[config.mk]
export PLATFORM = sky130hd
export DESIGN_NAME = signed_sevenseg_scan
export DESIGN_NICKNAME = d
export VERILOG_FILES = /design/src/rtl/signed_sevenseg_pkg.sv /design/src/rtl/bin2bcd_seq.sv /design/src/rtl/signed_sevenseg_scan.sv
export SDC_FILE = /design/constraint.sdc
export NUM_CORES = 1
export LEC_CHECK = 0
export CORE_MARGIN = 8
export CORE_UTILIZATION = 40
export CTS_BUF_LIST = sky130_fd_sc_hd__clkbuf_4 sky130_fd_sc_hd__clkbuf_8
export CTS_CLUSTER_SIZE = 16
export DETAILED_ROUTE_END_ITERATION = 8
export SLEW_MARGIN = 25
export SYNTH_ARGS = -nofsm -noshare
export SYNTH_HDL_FRONTEND = slang
export SYNTH_HIERARCHICAL = 1
export SYNTH_SLANG_ARGS = --single-unit
[constraint.sdc]
create_clock -name clk -period 4.57 [get_ports clk]
set_input_delay 0.914 -clock clk [delete_from_list [all_inputs] [get_ports clk]]
set_output_delay 0.914 -clock clk [all_outputs]
set_load 0.05 [all_outputs]
[src/rtl/signed_sevenseg_pkg.sv]
// ============================================================================
// signed_sevenseg_pkg: segment constants, digit decode and FSM state enum.  Rev 1.0
// ============================================================================
`default_nettype none

package signed_sevenseg_pkg;

  localparam logic [6:0] SEG_MINUS = 7'b1111110;
  localparam logic [6:0] SEG_BLANK = 7'b1111111;

  typedef enum logic [1:0] {
    IDLE  = 2'd0,
    CONV  = 2'd1,
    LATCH = 2'd2
  } state_t;

  // Active-low {a,b,c,d,e,f,g}; non-decimal nibbles show blank.
  function automatic logic [6:0] digit_to_seg(input logic [3:0] d);
    case (d)
      4'd0:    digit_to_seg = 7'b0000001;
      4'd1:    digit_to_seg = 7'b1001111;
      4'd2:    digit_to_seg = 7'b0010010;
      4'd3:    digit_to_seg = 7'b0000110;
      4'd4:    digit_to_seg = 7'b1001100;
      4'd5:    digit_to_seg = 7'b0100100;
      4'd6:    digit_to_seg = 7'b0100000;
      4'd7:    digit_to_seg = 7'b0001111;
      4'd8:    digit_to_seg = 7'b0000000;
      4'd9:    digit_to_seg = 7'b0000100;
      default: digit_to_seg = SEG_BLANK;
    endcase
  endfunction

endpackage

`default_nettype wire

[src/rtl/bin2bcd_seq.sv]
// ============================================================================
// bin2bcd_seq: sequential double-dabble converter, one bit per clock.  Rev 1.0
// ============================================================================
`default_nettype none

module bin2bcd_seq
  import signed_sevenseg_pkg::*;
#(
  parameter int WIDTH = 8,
  parameter int BCD_W = 12
) (
  input  logic             clk,
  input  logic             rst,
  input  logic             start,
  input  logic [WIDTH-1:0] mag_in,
  output logic             busy,
  output logic             latch,
  output logic [BCD_W-1:0] bcd
);

  localparam int CNT_W = $clog2(WIDTH + 1);

  state_t             state;
  state_t             state_next;
  logic [WIDTH-1:0]   mag;
  logic [CNT_W-1:0]   count;
  logic [BCD_W-1:0]   adj;

  always_comb begin
    adj = bcd;
    for (int n = 0; n < BCD_W / 4; n++) begin
      if (bcd[4*n +: 4] >= 4'd5) adj[4*n +: 4] = bcd[4*n +: 4] + 4'd3;
    end
  end

  always_comb begin
    state_next = state;
    case (state)
      IDLE:    if (start) state_next = CONV;
      CONV:    if (count == CNT_W'(WIDTH - 1)) state_next = LATCH;
      LATCH:   state_next = IDLE;
      default: state_next = IDLE;
    endcase
  end

  assign busy  = (state != IDLE);
  assign latch = (state == LATCH);

  always_ff @(posedge clk) begin
    if (rst) begin
      state <= IDLE;
      mag   <= '0;
      bcd   <= '0;
      count <= '0;
    end else begin
      state <= state_next;
      case (state)
        IDLE: begin
          if (start) begin
            mag   <= mag_in;
            bcd   <= '0;
            count <= '0;
          end
        end
        CONV: begin
          {bcd, mag} <= {adj, mag} << 1;
          count      <= count + 1'b1;
        end
        default: ;
      endcase
    end
  end

endmodule

`default_nettype wire

[src/rtl/signed_sevenseg_scan.sv]
// ============================================================================
// signed_sevenseg_scan: signed value to multiplexed 7-seg display driver.
// Optional macro LEADING_ZERO_BLANK_EN blanks leading zeros.  Rev 1.0
// ============================================================================
`default_nettype none

module signed_sevenseg_scan
  import signed_sevenseg_pkg::*;
#(
  parameter int WIDTH    = 8,
  parameter int DIGITS   = 4,
  parameter int SCAN_DIV = 1000
) (
  input  logic              clk,
  input  logic              rst,
  input  logic [WIDTH-1:0]  value,
  input  logic              load,
  output logic              busy,
  output logic              done,
  output logic [6:0]        seg,
  output logic [DIGITS-1:0] an
);

  localparam int BCD_W = 4 * (DIGITS - 1);
  localparam int IDX_W = (DIGITS > 1) ? $clog2(DIGITS) : 1;
  localparam int PRE_W = (SCAN_DIV > 1) ? $clog2(SCAN_DIV) : 1;

  logic               start;
  logic               neg_pend;
  logic [WIDTH-1:0]   mag_in;
  logic               latch;
  logic [BCD_W-1:0]   bcd;
  logic [4*DIGITS-1:0] bcd_pad;
  logic [6:0]         disp      [DIGITS];
  logic [6:0]         disp_next [DIGITS];
  logic [PRE_W-1:0]   presc;
  logic [IDX_W-1:0]   idx;
  logic [IDX_W-1:0]   idx_next;
  logic               presc_tc;

  assign start  = load && !busy;
  // Negation of the most negative value wraps to the correct unsigned magnitude.
  assign mag_in = value[WIDTH-1] ? (~value + WIDTH'(1)) : value;

  always_ff @(posedge clk) begin
    if (rst)        neg_pend <= 1'b0;
    else if (start) neg_pend <= value[WIDTH-1];
  end

  bin2bcd_seq #(
    .WIDTH (WIDTH),
    .BCD_W (BCD_W)
  ) u_bin2bcd (
    .clk    (clk),
    .rst    (rst),
    .start  (start),
    .mag_in (mag_in),
    .busy   (busy),
    .latch  (latch),
    .bcd    (bcd)
  );

  assign bcd_pad = {4'd0, bcd};

`ifdef LEADING_ZERO_BLANK_EN
  int msd_pos;

  always_comb begin
    msd_pos = 0;
    for (int i = 1; i < DIGITS - 1; i++) begin
      if (bcd_pad[4*i +: 4] != 4'd0) msd_pos = i;
    end
    for (int i = 0; i < DIGITS; i++) begin
      disp_next[i] = SEG_BLANK;
      if (i <= msd_pos)                      disp_next[i] = digit_to_seg(bcd_pad[4*i +: 4]);
      else if (i == msd_pos + 1 && neg_pend) disp_next[i] = SEG_MINUS;
    end
  end
`else
  always_comb begin
    for (int i = 0; i < DIGITS; i++) begin
      disp_next[i] = digit_to_seg(bcd_pad[4*i +: 4]);
    end
    disp_next[DIGITS-1] = neg_pend ? SEG_MINUS : SEG_BLANK;
  end
`endif

  always_ff @(posedge clk) begin
    if (rst) begin
      done <= 1'b0;
      for (int i = 0; i < DIGITS; i++) disp[i] <= SEG_BLANK;
    end else begin
      done <= latch;
      if (latch) begin
        for (int i = 0; i < DIGITS; i++) disp[i] <= disp_next[i];
      end
    end
  end

  assign presc_tc = (presc == PRE_W'(SCAN_DIV - 1));

  always_comb begin
    idx_next = idx;
    if (presc_tc) idx_next = (idx == IDX_W'(DIGITS - 1)) ? '0 : idx + 1'b1;
  end

  // seg/an follow the upcoming index so both switch on the same edge.
  always_ff @(posedge clk) begin
    if (rst) begin
      presc <= '0;
      idx   <= '0;
      seg   <= SEG_BLANK;
      an    <= ~DIGITS'(1);
    end else begin
      presc <= presc_tc ? '0 : presc + 1'b1;
      idx   <= idx_next;
      seg   <= disp[idx_next];
      an    <= ~(DIGITS'(1) << idx_next);
    end
  end

endmodule

`default_nettype wire
==> impl_table.tex, run 1 <==
\begin{tabular}{lr}
\hline
Metric & Value \\
\hline
\multicolumn{2}{l}{\textbf{Global routing}} \\
\quad Pin count of the biggest net entering global routing & 24 \\
\quad Sum of overflow across all layers after global routing & 0 \\
\quad Global-route wire length before repair & 12.55 mm \\
\quad Global router's overall resource usage & 11.73\% \\
\quad Met1 Track Usage GR & 12.90\% \\
\quad Most used routing layer in global routing & met2 \\
\quad GR Layer Usage met2 & 21.05\% \\
\quad Antenna violations before repair & 0 \\
\quad Vias in the first global route & 2,771 \\
\quad Met3 global-route usage & 3.075\% \\
\multicolumn{2}{l}{\textbf{Synthesis}} \\
\quad EDFF count, synth & 22 \\
\quad Post-synthesis mux area share & 8.084\% \\
\quad XOR/XNOR share of the synthesized area & around 3.3\% \\
\quad Post-synthesis cell count & between 400 and 500 \\
\quad Synthesized area & 3978 sq um \\
\quad Synthesized net count & 459 \\
\quad Avg Cell Area, Syn & approximately 9.4 sq um \\
\quad Simple-gate portion of the synthesized area & 20.20\% \\
\quad Count of unique library cells instantiated by Yosys & 55 \\
\quad Seq cells post-synth & between 70 and 80 \\
\quad Synth Area in Adders & 7.864\% \\
\quad Synthesized-area fraction occupied by ao, oa, aoi and oai cells & 13.21\% \\
\quad Async set or reset register ratio after synthesis & 0\% \\
\quad Most used flip-flop cell after synthesis & sky130\_fd\_sc\_hd\_\_dfxtp\_1 \\
\quad Dominant combinational cell family by area after synthesis & simple AND/OR/NAND/NOR gates \\
\quad Share of the yosys chip area belonging to registers & 42.28\% \\
\quad Number of warnings reported in the yosys synthesis log & 6 \\
\multicolumn{2}{l}{\textbf{Layout}} \\
\quad Number of diodes & 0 \\
\quad Post-layout net count & 473 \\
\quad Commonest cells after routing, fill and taps aside & sky130\_fd\_sc\_hd\_\_nor2\_1 (57), sky130\_fd\_sc\_hd\_\_dfxtp\_1 (51), sky130\_fd\_sc\_hd\_\_a21oi\_1 (34) \\
\quad Most frequent standard cell in the layout excluding fill and tap cells & sky130\_fd\_sc\_hd\_\_nor2\_1 \\
\quad Share of final-layout standard cells stronger than drive strength 1 & about 9.0\% \\
\quad Fillers & 954 \\
\quad Final cell count without fillers & around 580 \\
\quad Area grow syn2layout & 12.08\% \\
\multicolumn{2}{l}{\textbf{Detailed routing}} \\
\quad First drt pass iteration count & 4 \\
\quad Antenna violation net count after detailed routing & 0 \\
\quad Drt via density & around 5.0 \\
\quad Detailed router's first-iteration violation count & 98 \\
\quad Post-route DRC violation count & 0 \\
\quad Via total after detailed routing & 2,877 \\
\quad Detailed-route wire length & 7.547 mm \\
\quad Average routed wire per standard cell & 13.13 um \\
\multicolumn{2}{l}{\textbf{Clocking}} \\
\quad Clock buffer depth & 2 \\
\quad Clock root buffer master & sky130\_fd\_sc\_hd\_\_clkbuf\_8 \\
\quad Resized cells post-CTS & 0 \\
\quad \# hold bufs at CTS & 0 \\
\quad CTS tree & yes \\
\quad Total CTS buffers & 9 \\
\quad Count of buffers added by post-CTS timing repair for setup & 0 \\
\quad Clock-pin slew of the registers on the worst-case setup and hold paths & about 80 ps \\
\quad Clock insertion delay at the later pin of the skew report & 350 ps \\
\quad Clock tree sinks & 73 \\
\quad Level count of the clock H-tree & 3 \\
\multicolumn{2}{l}{\textbf{Die}} \\
\quad Number of placement rows & 36 \\
\quad Die area & 13,390 sq um \\
\quad Core area & slightly below 10,000 sq um \\
\quad Ports & 24 \\
\quad Die width & $\sim$120 um \\
\quad Effective utilization at floorplan & 40.88\% \\
\quad Height of the die & 115.7 um \\
\multicolumn{2}{l}{\textbf{Run status}} \\
\quad Outcome & finished clean \\
\multicolumn{2}{l}{\textbf{Setup path}} \\
\quad Endpoint class of the critical path & output pin \\
\quad Ordered list of cells on the worst path & or2\_2 -> clkdlybuf4s50\_1 \\
\quad Critical path class & reg -> out \\
\quad WP data required & 3660 ps \\
\quad Endpoint arrival time on the critical path & 2110 ps \\
\quad Element type at the critical path start & flip-flop \\
\quad CP max stage cell & sky130\_fd\_sc\_hd\_\_clkdlybuf4s50\_1 \\
\quad CP max FO & 20 \\
\quad Largest delay share family, worst path & buffers and inverters \\
\quad Slowest Stage Delay on Critical Path & 800 ps \\
\quad Number of buffer and inverter stages on the critical path & 1 \\
\multicolumn{2}{l}{\textbf{Flow run}} \\
\quad Number of max-cap violations & 0 \\
\multicolumn{2}{l}{\textbf{STA}} \\
\quad Post-route minimum period & a little over 3000 ps \\
\quad Setup repair after global routing missed its margin & no \\
\quad Number of hold-slack violations in the final timing report & 0 \\
\quad Headroom to the max-slew limit & about 53\% \\
\quad Share of the clock period used by the worst path & 66.09\% \\
\quad Final-report max-slew violation count & 0 \\
\quad Count of endpoints failing setup in the final report & 0 \\
\quad Post-route worst setup slack & 1550 ps \\
\quad Worst-margin pin slew & around 710 ps \\
\quad Setup Skew & approximately 15 ps \\
\quad Max frequency & 331.1 MHz \\
\quad Accumulated negative setup slack & 0 ps \\
\multicolumn{2}{l}{\textbf{Min path}} \\
\quad Class of the tightest hold or removal check & reg -> reg \\
\multicolumn{2}{l}{\textbf{Power}} \\
\quad Leakage power summed over all cells & 0.001658 uW \\
\quad PwrDens & 283.4 nW/um\^{}2 \\
\quad Worst-case vdd ir drop & 177.7 uV \\
\quad Final total power & 1263 uW \\
\multicolumn{2}{l}{\textbf{Placement}} \\
\quad Worst slack, placed & roughly 1800 ps \\
\quad Buffers on Ports & 23 \\
\quad Detailed placer's ending HPWL & 5.430 mm \\
\quad Number of cells after detailed placement & around 560 \\
\quad GPL Wtd Cong & roughly 0.80 \\
\hline
\end{tabular}
[power by group]
part | leakage [uW] | internal, uW | switching (uW)
registers | 0.000563 | 678 | 11.7
logic | 0.000998 | 40.4 | 58.8
clock network | 0.0000967 | 230 | 245
total | 0.00166 | 948 | 315
[final timing paths]
kind / from / end / slack [ps] / cells after the start
worst max-delay path: u_bin2bcd/state[0] / busy / 1550 / 2
worst min-delay path: presc[0] / presc[0] / 480 / 1
worst max register to register: u_bin2bcd/state[0] / u_bin2bcd/count[1] / 2250 / 6
worst min register to register: presc[0] / presc[0] / 480 / 1
[per-stage QoR]
step                      hold WS, ps  utilization [%]  cell area [sq um]
after CTS                       479.1            45.82               4458
after global placement          446.9            43.89               4270
final                           476.2            45.82               4458
after detailed placement        458.1            43.89               4270
after global routing            514.2            45.82               4458
after floorplan                 430.2                -               3978
[flip-flops by register name, summed over array words and instances, names as in the netlist]
signal,count
u_bin2bcd/state,2
u_bin2bcd/mag,8
idx,2
neg_pend,1
u_bin2bcd/bcd,12
seg,7
u_bin2bcd/count,4
done,1
an,4
presc,10
disp,22
[cell usage after synthesis, types with 2 or more instances]
cell type | instances | area (sq um)
sky130_fd_sc_hd__nor2_1 | 57 | 214.0
sky130_fd_sc_hd__nor3_1 | 11 | 55.05
sky130_fd_sc_hd__xor2_1 | 4 | 35.03
sky130_fd_sc_hd__buf_2 | 5 | 25.02
sky130_fd_sc_hd__edfxtp_1 | 22 | 660.6
sky130_fd_sc_hd__o21ai_0 | 21 | 105.1
sky130_fd_sc_hd__a22o_1 | 7 | 61.31
sky130_fd_sc_hd__nand3_1 | 8 | 40.04
sky130_fd_sc_hd__buf_6 | 3 | 33.78
sky130_fd_sc_hd__and3_1 | 2 | 12.51
sky130_fd_sc_hd__mux2i_4 | 2 | 45.04
sky130_fd_sc_hd__or3_1 | 2 | 12.51
sky130_fd_sc_hd__nand3b_1 | 2 | 15.01
sky130_fd_sc_hd__mux2i_1 | 25 | 250.2
sky130_fd_sc_hd__a22oi_1 | 2 | 15.01
sky130_fd_sc_hd__and4b_1 | 3 | 30.03
sky130_fd_sc_hd__clkbuf_1 | 11 | 41.29
sky130_fd_sc_hd__nand2b_1 | 14 | 87.58
sky130_fd_sc_hd__nand4_1 | 2 | 12.51
sky130_fd_sc_hd__nand2_1 | 20 | 75.07
sky130_fd_sc_hd__xnor2_1 | 11 | 96.34
sky130_fd_sc_hd__ha_1 | 25 | 312.8
sky130_fd_sc_hd__buf_4 | 2 | 15.01
sky130_fd_sc_hd__nor2_4 | 3 | 33.78
sky130_fd_sc_hd__o21ai_1 | 3 | 15.01
sky130_fd_sc_hd__or2_2 | 5 | 31.28
sky130_fd_sc_hd__inv_1 | 22 | 82.58
sky130_fd_sc_hd__dfxtp_1 | 51 | 1021
sky130_fd_sc_hd__a21oi_1 | 34 | 170.2
sky130_fd_sc_hd__o22ai_1 | 6 | 37.54
sky130_fd_sc_hd__nor2b_1 | 9 | 56.30
sky130_fd_sc_hd__o32a_1 | 6 | 60.06
[logic make-up after synthesis]
| family | Yosys count |
|---|---|
| xor gates and xnor gates | 15 |
| muxes | 29 |
| DFF | 73 |
| and+or+nand+nor | 152 |
| buffers and inverters | 44 |
| AOI/OAI and AO/OA | 85 |
| adders and majority gates | 25 |
[cell type report]
class	count	area, sq um	area share (%)
multi-input combinational	306	2095	46.98
sequential	73	1682	37.72
timing repair buffer	25	245.2	5.501
tap	133	166.4	3.733
clock buffer	11	151.4	3.396
inverter	22	82.58	1.852
clock inverter	5	36.28	0.8139
[per-layer routing]
| layer | share of wire, % | vias to the layer above |
|---|---|---|
| met3 | 3.0 | 8 |
| met1 | 45 | 1337 |
| li1 | - | 1508 |
| met2 | 51 | 24 |
| met4 | 1.4 | 0 |
| met5 | 0 | - |
Note: power is estimated with default switching activity, not from simulation.
==> run 2: changes to the inputs <==
clock period = 2.7 ns   (was 4.57 ns; I/O delays follow)
==> run 2 against run 1 <==
- cell count is 0.87% higher
- register-to-register slack worse by 1700 ps
- global-route usage is 0.38 points higher
- worst setup slack worse by 1100 ps
- total power is 70% higher
- core utilization is 0.39 points higher
- sequential cell count stayed put
- non-clock buffer count is 5 higher
- die area stayed put
- first-iteration DRC count is 47% higher
- design area is 0.84% higher
- largest cell class unchanged
==> impl_table.tex, run 2 (synthesis results as in run 1) <==
\begin{tabular}{lr}
\hline
Metric & Value \\
\hline
\multicolumn{2}{l}{\textbf{Layout}} \\
\quad Registers with the highest flip-flop counts & disp: 22 flops, u\_bin2bcd/bcd: 12 flops, presc: 10 flops \\
\quad Reg with most FFs & disp \\
\quad Commonest cells after routing, fill and taps aside & sky130\_fd\_sc\_hd\_\_nor2\_1 (57), sky130\_fd\_sc\_hd\_\_dfxtp\_1 (51), sky130\_fd\_sc\_hd\_\_a21oi\_1 (34) \\
\quad Area occupied by registers & between 1500 and 2000 sq um \\
\quad Post-layout net count & 478 \\
\quad Number of diodes & 0 \\
\quad Final cell count without fillers & 580 \\
\quad Most frequent standard cell in the layout excluding fill and tap cells & sky130\_fd\_sc\_hd\_\_nor2\_1 \\
\quad Flip-flop count of the largest register, all copies and words added & 22 \\
\quad Post-route cell area & between 4000 and 5000 sq um \\
\quad Share of final-layout standard cells stronger than drive strength 1 & approximately a tenth \\
\quad Area of combinational cells with multiple inputs & 2095 sq um \\
\quad Fillers & 953 \\
\quad Area grow syn2layout & 13.02\% \\
\multicolumn{2}{l}{\textbf{Clocking}} \\
\quad Total CTS buffers & 9 \\
\quad Clock insertion delay at the later pin of the skew report & approximately 350 ps \\
\quad Clock buffer depth & 2 \\
\quad Clock root buffer master & sky130\_fd\_sc\_hd\_\_clkbuf\_8 \\
\quad CTS tree & yes \\
\quad Count of buffers added by post-CTS timing repair for setup & 0 \\
\quad Clock-pin slew of the registers on the worst-case setup and hold paths & 80 ps \\
\quad Level count of the clock H-tree & 3 \\
\quad Resized cells post-CTS & 0 \\
\quad Clock tree sinks & 73 \\
\quad \# hold bufs at CTS & 0 \\
\multicolumn{2}{l}{\textbf{Placement}} \\
\quad GPL Wtd Cong & 0.7889 \\
\quad Number of cells after detailed placement & between 500 and 600 \\
\quad Detailed placer's ending HPWL & $\sim$5.5 mm \\
\quad Buffers on Ports & 23 \\
\quad Cell area after placement & 4308 sq um \\
\multicolumn{2}{l}{\textbf{Detailed routing}} \\
\quad Detailed router's first-iteration violation count & 144 \\
\quad Antenna violation net count after detailed routing & 0 \\
\quad Post-route DRC violation count & 0 \\
\quad Detailed-route wire length & 7.432 mm \\
\quad First drt pass iteration count & 4 \\
\quad Via total after detailed routing & 2,892 \\
\quad Drt via density & 4.986 \\
\quad Average routed wire per standard cell & roughly 13 um \\
\multicolumn{2}{l}{\textbf{STA}} \\
\quad Setup Skew & approximately 16 ps \\
\quad Final-report max-slew violation count & 0 \\
\quad Number of hold-slack violations in the final timing report & 0 \\
\quad Accumulated negative setup slack & 0 ps \\
\quad Worst-margin pin slew & 500.1 ps \\
\quad Count of endpoints failing setup in the final report & 0 \\
\quad Share of the clock period used by the worst path & between 80\% and 90\% \\
\quad Post-route minimum period & 2245 ps \\
\quad Headroom to the max-slew limit & 66.56\% \\
\quad Setup repair after global routing missed its margin & no \\
\quad Max frequency & 445.5 MHz \\
\multicolumn{2}{l}{\textbf{Flow run}} \\
\quad Number of max-cap violations & 0 \\
\multicolumn{2}{l}{\textbf{Power}} \\
\quad Fraction of power spent switching nets & 25.17\% \\
\quad Worst-case vdd ir drop & 221.0 uV \\
\quad Proportion of power drawn by flip-flops and latches & 54.1\% \\
\quad PwrDens & 477.7 nW/um\^{}2 \\
\quad Internal power & between 1500 and 2000 uW \\
\quad Combinational power share & 8.2\% \\
\quad Power share of the clock group & between 30\% and 40\% \\
\quad Leakage power summed over all cells & 0.001684 uW \\
\quad P\_sw & 540.6 uW \\
\multicolumn{2}{l}{\textbf{Setup path}} \\
\quad Ordered list of cells on the worst path & or2\_2 -> clkdlybuf4s50\_1 \\
\quad Source of the critical timing path & u\_bin2bcd/state[0] \\
\quad Endpoint arrival time on the critical path & 1700 ps \\
\quad Slowest Stage Delay on Critical Path & between 700 and 800 ps \\
\quad CP max stage cell & sky130\_fd\_sc\_hd\_\_clkdlybuf4s50\_1 \\
\quad FF-to-FF Start & presc[0] \\
\quad CP max FO & 3 \\
\quad WP data required & 2160 ps \\
\quad Element type at the critical path start & flip-flop \\
\quad Endpoint class of the critical path & output pin \\
\quad Critical path class & reg -> out \\
\multicolumn{2}{l}{\textbf{Die}} \\
\quad Height of the die & between 100 and 150 um \\
\quad Effective utilization at floorplan & 40.88\% \\
\quad Core area & 9729 sq um \\
\quad Number of placement rows & 36 \\
\quad Die width & 115.7 um \\
\quad Ports & 24 \\
\quad Die area & 13,390 sq um \\
\multicolumn{2}{l}{\textbf{Run status}} \\
\quad Outcome & finished clean \\
\multicolumn{2}{l}{\textbf{Global routing}} \\
\quad Global-route wire length before repair & approximately 13 mm \\
\quad Sum of overflow across all layers after global routing & 0 \\
\quad Vias in the first global route & 2,843 \\
\quad Pin count of the biggest net entering global routing & 24 \\
\quad Global router's overall resource usage & 12.11\% \\
\quad Antenna violations before repair & 0 \\
\multicolumn{2}{l}{\textbf{Min path}} \\
\quad Class of the tightest hold or removal check & reg -> reg \\
\quad Hold path startpoint & neg\_pend \\
\hline
\end{tabular}
## run 2: worst paths after layout
kind,slack [ps],endpoint,depth (start not counted)
worst max-delay path,460,busy,2
worst min-delay path,470,disp[3][0],1
worst max register to register,540,seg[2],6
worst min register to register,470,disp[3][0],1
## run 2: power groups by stage
stage	Sequential, uW	Combinational, uW	Clock (uW)
after global routing	1160	199	885
after CTS	1160	179	838
after global placement	1180	178	0
final	1160	177	810
after detailed placement	1190	179	0
after floorplan	1180	133	0
## run 2: layer usage
layer / share of wire [%] / up-vias / global-route usage (%)
li1: - / 1515 / -
met1: 45 / 1339 / 13.65
met2: 50 / 32 / 21.12
met3: 4.0 / 6 / 3.960
met4: 0.91 / 0 / 3.976
met5: 0 / - / 0
## run 2: cell type report
cell class,instances,share of cell area (%)
multi-input combinational,306,46.59
sequential,73,37.41
timing repair buffer,30,6.290
tap,133,3.702
clock buffer,11,3.368
inverter,22,1.837
clock inverter,5,0.8071
## run 2: critical path: cells and delay by family (launching register included)
family                 cells  cell delay [ps]
buffers and inverters      1              710
AND/OR/NAND/NOR            1              330
flip-flops                 1              310
## run 2: stage by stage
stage | hold slack [ps] | worst slack, ps | utilization (%) | total power [uW]
floorplan | 430.2 | 665.2 | - | 1316
CTS | 472.1 | 424.1 | 46.21 | 2178
detailed placement | 450.9 | 511.8 | 44.28 | 1365
finish | 465.4 | 455.3 | 46.21 | 2148
global route | 479.6 | 385.9 | 46.21 | 2246
global placement | 443.0 | 578.2 | 44.28 | 1363
